--- src/rtl/core_alu_pipe.sv ---
// Pipelined two-operand ALU with tag sideband; result latency is STAGES cycles.
// Backpressure: all stages freeze while the last stage holds an unaccepted result.
module core_alu_pipe #(
    parameter int WIDTH  = 16,
    parameter int STAGES = 2,
    parameter int TAG_W  = 4
) (
    input  logic             clk_i,
    input  logic             rst_i,
    input  logic             in_valid_i,
    output logic             in_ready_o,
    input  logic [3:0]       op_i,
    input  logic [WIDTH-1:0] a_i,
    input  logic [WIDTH-1:0] b_i,
    input  logic [TAG_W-1:0] tag_i,
    output logic             out_valid_o,
    input  logic             out_ready_i,
    output logic [WIDTH-1:0] result_o,
    output logic [TAG_W-1:0] tag_o,
    output logic [3:0]       flags_o,
    output logic             illegal_o
);
    localparam int MSB = WIDTH - 1;
    localparam int SW  = $clog2(WIDTH);
    localparam logic [WIDTH-1:0] WIDTH_V = WIDTH'(WIDTH);

    localparam logic [3:0] OP_ADD   = 4'd0;
    localparam logic [3:0] OP_SUB   = 4'd1;
    localparam logic [3:0] OP_AND   = 4'd2;
    localparam logic [3:0] OP_OR    = 4'd3;
    localparam logic [3:0] OP_XOR   = 4'd4;
    localparam logic [3:0] OP_SHL   = 4'd5;
    localparam logic [3:0] OP_SHR   = 4'd6;
    localparam logic [3:0] OP_SRA   = 4'd7;
    localparam logic [3:0] OP_PASSA = 4'd8;
    localparam logic [3:0] OP_PASSB = 4'd9;
    localparam logic [3:0] OP_SLT   = 4'd10;
    localparam logic [3:0] OP_SLTU  = 4'd11;

    logic [WIDTH-1:0] res;
    logic [WIDTH:0]   ext;
    logic             c_f, v_f, ill, z_f;
    logic [SW-1:0]    sh;
    logic             big;
    logic             lt_s, lt_u;
    logic             advance;

    assign sh   = b_i[SW-1:0];
    assign big  = (b_i >= WIDTH_V);
    assign lt_s = ($signed(a_i) < $signed(b_i));
    assign lt_u = (a_i < b_i);

    // Shifts run on a one-bit-extended operand so the last bit shifted out
    // lands in the extension bit; a zero shift leaves that bit clear.
    always_comb begin
        res = '0;
        ext = '0;
        c_f = 1'b0;
        v_f = 1'b0;
        ill = 1'b0;
        case (op_i)
            OP_ADD: begin
                ext = {1'b0, a_i} + {1'b0, b_i};
                res = ext[MSB:0];
                c_f = ext[WIDTH];
                v_f = (a_i[MSB] == b_i[MSB]) && (res[MSB] != a_i[MSB]);
            end
            OP_SUB: begin
                ext = {1'b0, a_i} - {1'b0, b_i};
                res = ext[MSB:0];
                c_f = ext[WIDTH];
                v_f = (a_i[MSB] != b_i[MSB]) && (res[MSB] != a_i[MSB]);
            end
            OP_AND: res = a_i & b_i;
            OP_OR:  res = a_i | b_i;
            OP_XOR: res = a_i ^ b_i;
            OP_SHL: begin
                if (!big) begin
                    ext = {1'b0, a_i} << sh;
                    res = ext[MSB:0];
                    c_f = ext[WIDTH];
                end
            end
            OP_SHR: begin
                if (!big) begin
                    ext = {a_i, 1'b0} >> sh;
                    res = ext[WIDTH:1];
                    c_f = ext[0];
                end
            end
            OP_SRA: begin
                if (big) begin
                    res = {WIDTH{a_i[MSB]}};
                end else begin
                    ext = $signed({a_i, 1'b0}) >>> sh;
                    res = ext[WIDTH:1];
                    c_f = ext[0];
                end
            end
            OP_PASSA: res = a_i;
            OP_PASSB: res = b_i;
            OP_SLT:   res = {{(WIDTH-1){1'b0}}, lt_s};
            OP_SLTU:  res = {{(WIDTH-1){1'b0}}, lt_u};
            default:  ill = 1'b1;
        endcase
    end

    assign z_f = ~ill & (res == '0);

    logic [STAGES-1:0] vld_q;
    logic [STAGES-1:0] ill_q;
    logic [WIDTH-1:0]  res_q [STAGES];
    logic [3:0]        flg_q [STAGES];
    logic [TAG_W-1:0]  tag_q [STAGES];

    assign advance    = out_ready_i | ~vld_q[STAGES-1];
    assign in_ready_o = advance;

    always_ff @(posedge clk_i) begin
        if (rst_i) begin
            vld_q <= '0;
            ill_q <= '0;
            for (int i = 0; i < STAGES; i++) begin
                res_q[i] <= '0;
                flg_q[i] <= '0;
                tag_q[i] <= '0;
            end
        end else if (advance) begin
            vld_q[0] <= in_valid_i;
            ill_q[0] <= ill;
            res_q[0] <= res;
            flg_q[0] <= {z_f, res[MSB], c_f, v_f};
            tag_q[0] <= tag_i;
            for (int i = 1; i < STAGES; i++) begin
                vld_q[i] <= vld_q[i-1];
                ill_q[i] <= ill_q[i-1];
                res_q[i] <= res_q[i-1];
                flg_q[i] <= flg_q[i-1];
                tag_q[i] <= tag_q[i-1];
            end
        end
    end

    assign out_valid_o = vld_q[STAGES-1];
    assign illegal_o   = ill_q[STAGES-1];
    assign result_o    = res_q[STAGES-1];
    assign flags_o     = flg_q[STAGES-1];
    assign tag_o       = tag_q[STAGES-1];
endmodule

--- config.mk ---
export PLATFORM = sky130hd
export DESIGN_NAME = core_alu_pipe
export DESIGN_NICKNAME = d
export VERILOG_FILES = /design/src/rtl/core_alu_pipe.sv
export SDC_FILE = /design/constraint.sdc
export NUM_CORES = 1
export LEC_CHECK = 0
export CAP_MARGIN = 20
export CORE_MARGIN = 4
export CORE_UTILIZATION = 40
export CTS_BUF_LIST = sky130_fd_sc_hd__clkbuf_8
export CTS_CLUSTER_DIAMETER = 120
export DETAILED_ROUTE_END_ITERATION = 10
export GPL_TIMING_DRIVEN = 0
export PLACE_DENSITY = 0.64
export SYNTH_ARGS = -nofsm -noshare
export SYNTH_HDL_FRONTEND = slang
export SYNTH_SLANG_ARGS = --single-unit
--- constraint.sdc ---
create_clock -name clk_i -period 10.7 [get_ports clk_i]
set_input_delay 1.605 -clock clk_i [delete_from_list [all_inputs] [get_ports clk_i]]
set_output_delay 1.605 -clock clk_i [all_outputs]
set_load 0.02 [all_outputs]
==> results.cfg <==
[yosys]
ys.flop_type = edfxtp_1
avgSynthCellArea_um2 = 8.42
syn_area_um2 = 7080
yosys_register_bits = 50
synth_top_area_cell = edfxtp_1
ys_async_sr_fraction_pct = 0
syn_nets = 942
synth.yosys.warnings = 0
yosysTopAreaCellShare_pct = 19.5
ys_types = 84
synth_common_cells = nor2_1 (77), ha_1 (55), a21oi_1 (51)
synthCells = 841
yosysMostFrequentCell = nor2_1
synth_edf_count = 46
synth.area.top_cells = edfxtp_1 (20%), ha_1 (9.7%), mux4_2 (6.0%)
ys_seq_area_share_pct = 20.6

[placed_design]
place.gp.congestion = 1.02
io_buffers = 69
dpl_cell_area_um2 = 8080
dp_hpwl_mm = 22.3

[timing]
fmax_ghz = 0.159
hold-worst-slack_ns = 0.464
relSlewSlack_pct = 29.2
worst-slew-pin-transition_ns = 1.06
finalCritPeriodShare_pct = 58.7
fin_skew_ns = 0.00866
report.final.slew_viol_count = 0
hold_violations = 0
fin_crit_ns = 6.28
rsz0062_at_grt = false
setup-violations-final = 0
finalSetupTns_ns = 0

[flow_run]
maxCapViolCount = 0

[detailed_routing]
drtIter0Drc = 604
wl_per_cell_um = 24.2
ant_nets = 0
first_pass_iters = 7
routed_wl_mm = 27.7
viasPerCell = 6.25
via_count = 7161
drc_errors = 0

[finish]
drive_above_1_share_pct = 13.2
antenna_cells = 0
syn_to_final_growth_pct = 15.8
design_area_um2 = 8200
final_util_pct = 47.4
nNetsFinal = 1020

[pwr]
p_leak_nw = 3.35
vdd_ir_drop_max_uv = 65.9
p_per_area_nw_per_um2 = 82.9

[grt]
grt_antenna_before_repair = 2
grt.overflow.total = 0
grt_pass1_wl_mm = 41.7
grt_start_max_net_pins = 41
grt_usage_pct = 27.3
first_global_vias = 6804

[floorplanning]
num_rows = 48
die-height_um = 141
core_um2 = 17300
dieArea_um2 = 19900
ios = 71
die-width_um = 141
start_util_pct = 40.9

[critical_path]
required_ns = 10.87
crit_buf_inv = 5
end_kind = flop
cpMostUsedCell = clkbuf_1
critPathMaxStageDelay_ns = 0.66
slowest_stage = clkdlybuf4s50_1
cp_top_family = buffers and inverters
crit_fanout = 11
arrival_ns = 6.45
start_kind = input port
crit_chain = clkdlybuf4s50_1 > inv_1 > clkbuf_1 > clkbuf_1 > ha_1 > buf_2 > nor4b_1 > a211oi_1 > a31o_2 > o211a_1 > o31ai_1 > nor2b_1 > o311ai_1 > nor4_1 > and4b_1
path_class = in -> reg

[cts]
cts_tree = yes
cts_buffers = 5
clk_latency_ns = 0.30
clk_pin_slew_ns = 0.09
ctsHoldBuffers = 0
clock-sinks = 50
postCtsSetupRepairBufs = 0
cts_max_level = 2
clk_path_buf_depth = 2
clockRootBuffer = clkbuf_8
cts_resized = 0

[min_path]
hp-class = reg -> reg

[outcome]
run_status = complete, no violations
-- per-layer routing --
metal	GRT usage [%]	part of all wire, %	up-vias
met5	0	0.080	-
met4	11.9	4.9	4
met3	4.24	7.9	71
met2	44.0	45	368
met1	36.3	42	3451
li1	-	-	3267
-- worst register-to-register path, cell delays in order, from the launching register on --
cell and delay [ns]:
dfxtp_1 0.31, nor2b_1 0.12, clkbuf_1 0.20, nor2_1 0.17
nand2_1 0.24, nor4b_2 0.41, nand4_1 0.15, nor4_1 0.35
and4b_1 0.24
-- state kept, by name, summed over array words and instances (netlist names) --
register	flops
tag_q	8
flg_q	8
vld_q	2
res_q	30
ill_q	2
-- area by class of cell --
| class | instances | area [µm²] |
|---|---|---|
| Clock buffer | 5 | 68.8 |
| Multi-Input combinational cell | 651 | 4930 |
| Inverter | 50 | 188 |
| Timing Repair Buffer | 71 | 718 |
| Buffer | 90 | 512 |
| Fill cell | 1699 | 9100 |
| Sequential cell | 50 | 1460 |
| Tap cell | 225 | 282 |
| Clock inverter | 3 | 43.8 |
-- worst paths after layout --
kind / cells past startpoint / start / slack (ns) / endpoint
max: 15 / b_i[3] / 4.42 / flg_q[0][3]$_SDFFCE_PN0P_
min: 2 / vld_q[0]$_SDFFE_PP0P_ / 0.46 / vld_q[0]$_SDFFE_PP0P_
max reg2reg: 8 / vld_q[1]$_SDFFE_PP0P_ / 8.40 / flg_q[0][3]$_SDFFCE_PN0P_
min reg2reg: 2 / vld_q[0]$_SDFFE_PP0P_ / 0.46 / vld_q[0]$_SDFFE_PP0P_
-- report_power, final --
part | internal (mW) | leakage (nW) | switching [mW]
clock network | 0.0700 | 0.0585 | 0.0588
logic | 0.130 | 2.71 | 0.192
registers | 0.227 | 0.581 | 0.00280
-- cell usage in the layout (no fill, tap or decap), drive strengths merged, types with 6 or more instances in the layout --
cell	instances
nor2	77
clkdlybuf4s50	69
buf	61
ha	55
a21oi	51
inv	50
nand2	49
edfxtp	46
clkbuf	36
o21ai	35
and2	29
nor3	25
nor2b	24
mux2i	22
mux4	20
a211oi	18
nand2b	15
mux2	14
nand3	14
a21o	13
nor4	13
o211ai	10
a31oi	9
a2111oi	9
a22oi	8
a22o	8
xnor2	8
and3	7
or3	7
nand4	6
a2bb2oi	6
nor3b	6
-- metrics by stage --
stage / std cells / setup WS [ns] / total power, mW
after floorplan: 841 / 5.98 / 0.436
after global routing: 1145 / 4.13 / 0.715
after detailed placement: 1136 / 4.20 / 0.547
after CTS: 1144 / 4.53 / 0.676
final: 1145 / 4.42 / 0.680
after global placement: 1135 / 4.18 / 0.546
-- cells by family after synthesis --
logic type               count (synthesis)  synth area share, %
adder cells (fa/ha/maj)                 57                 10.3
XOR/XNOR                                11                 1.36
AND/OR/NAND/NOR                        292                 22.0
flip-flops                              50                 20.6
multiplexers                            56                 11.8
AO/OA/AOI/OAI                          235                 24.1
buffers and inverters                  140                 9.88
Note: power is estimated with default switching activity, not from simulation.
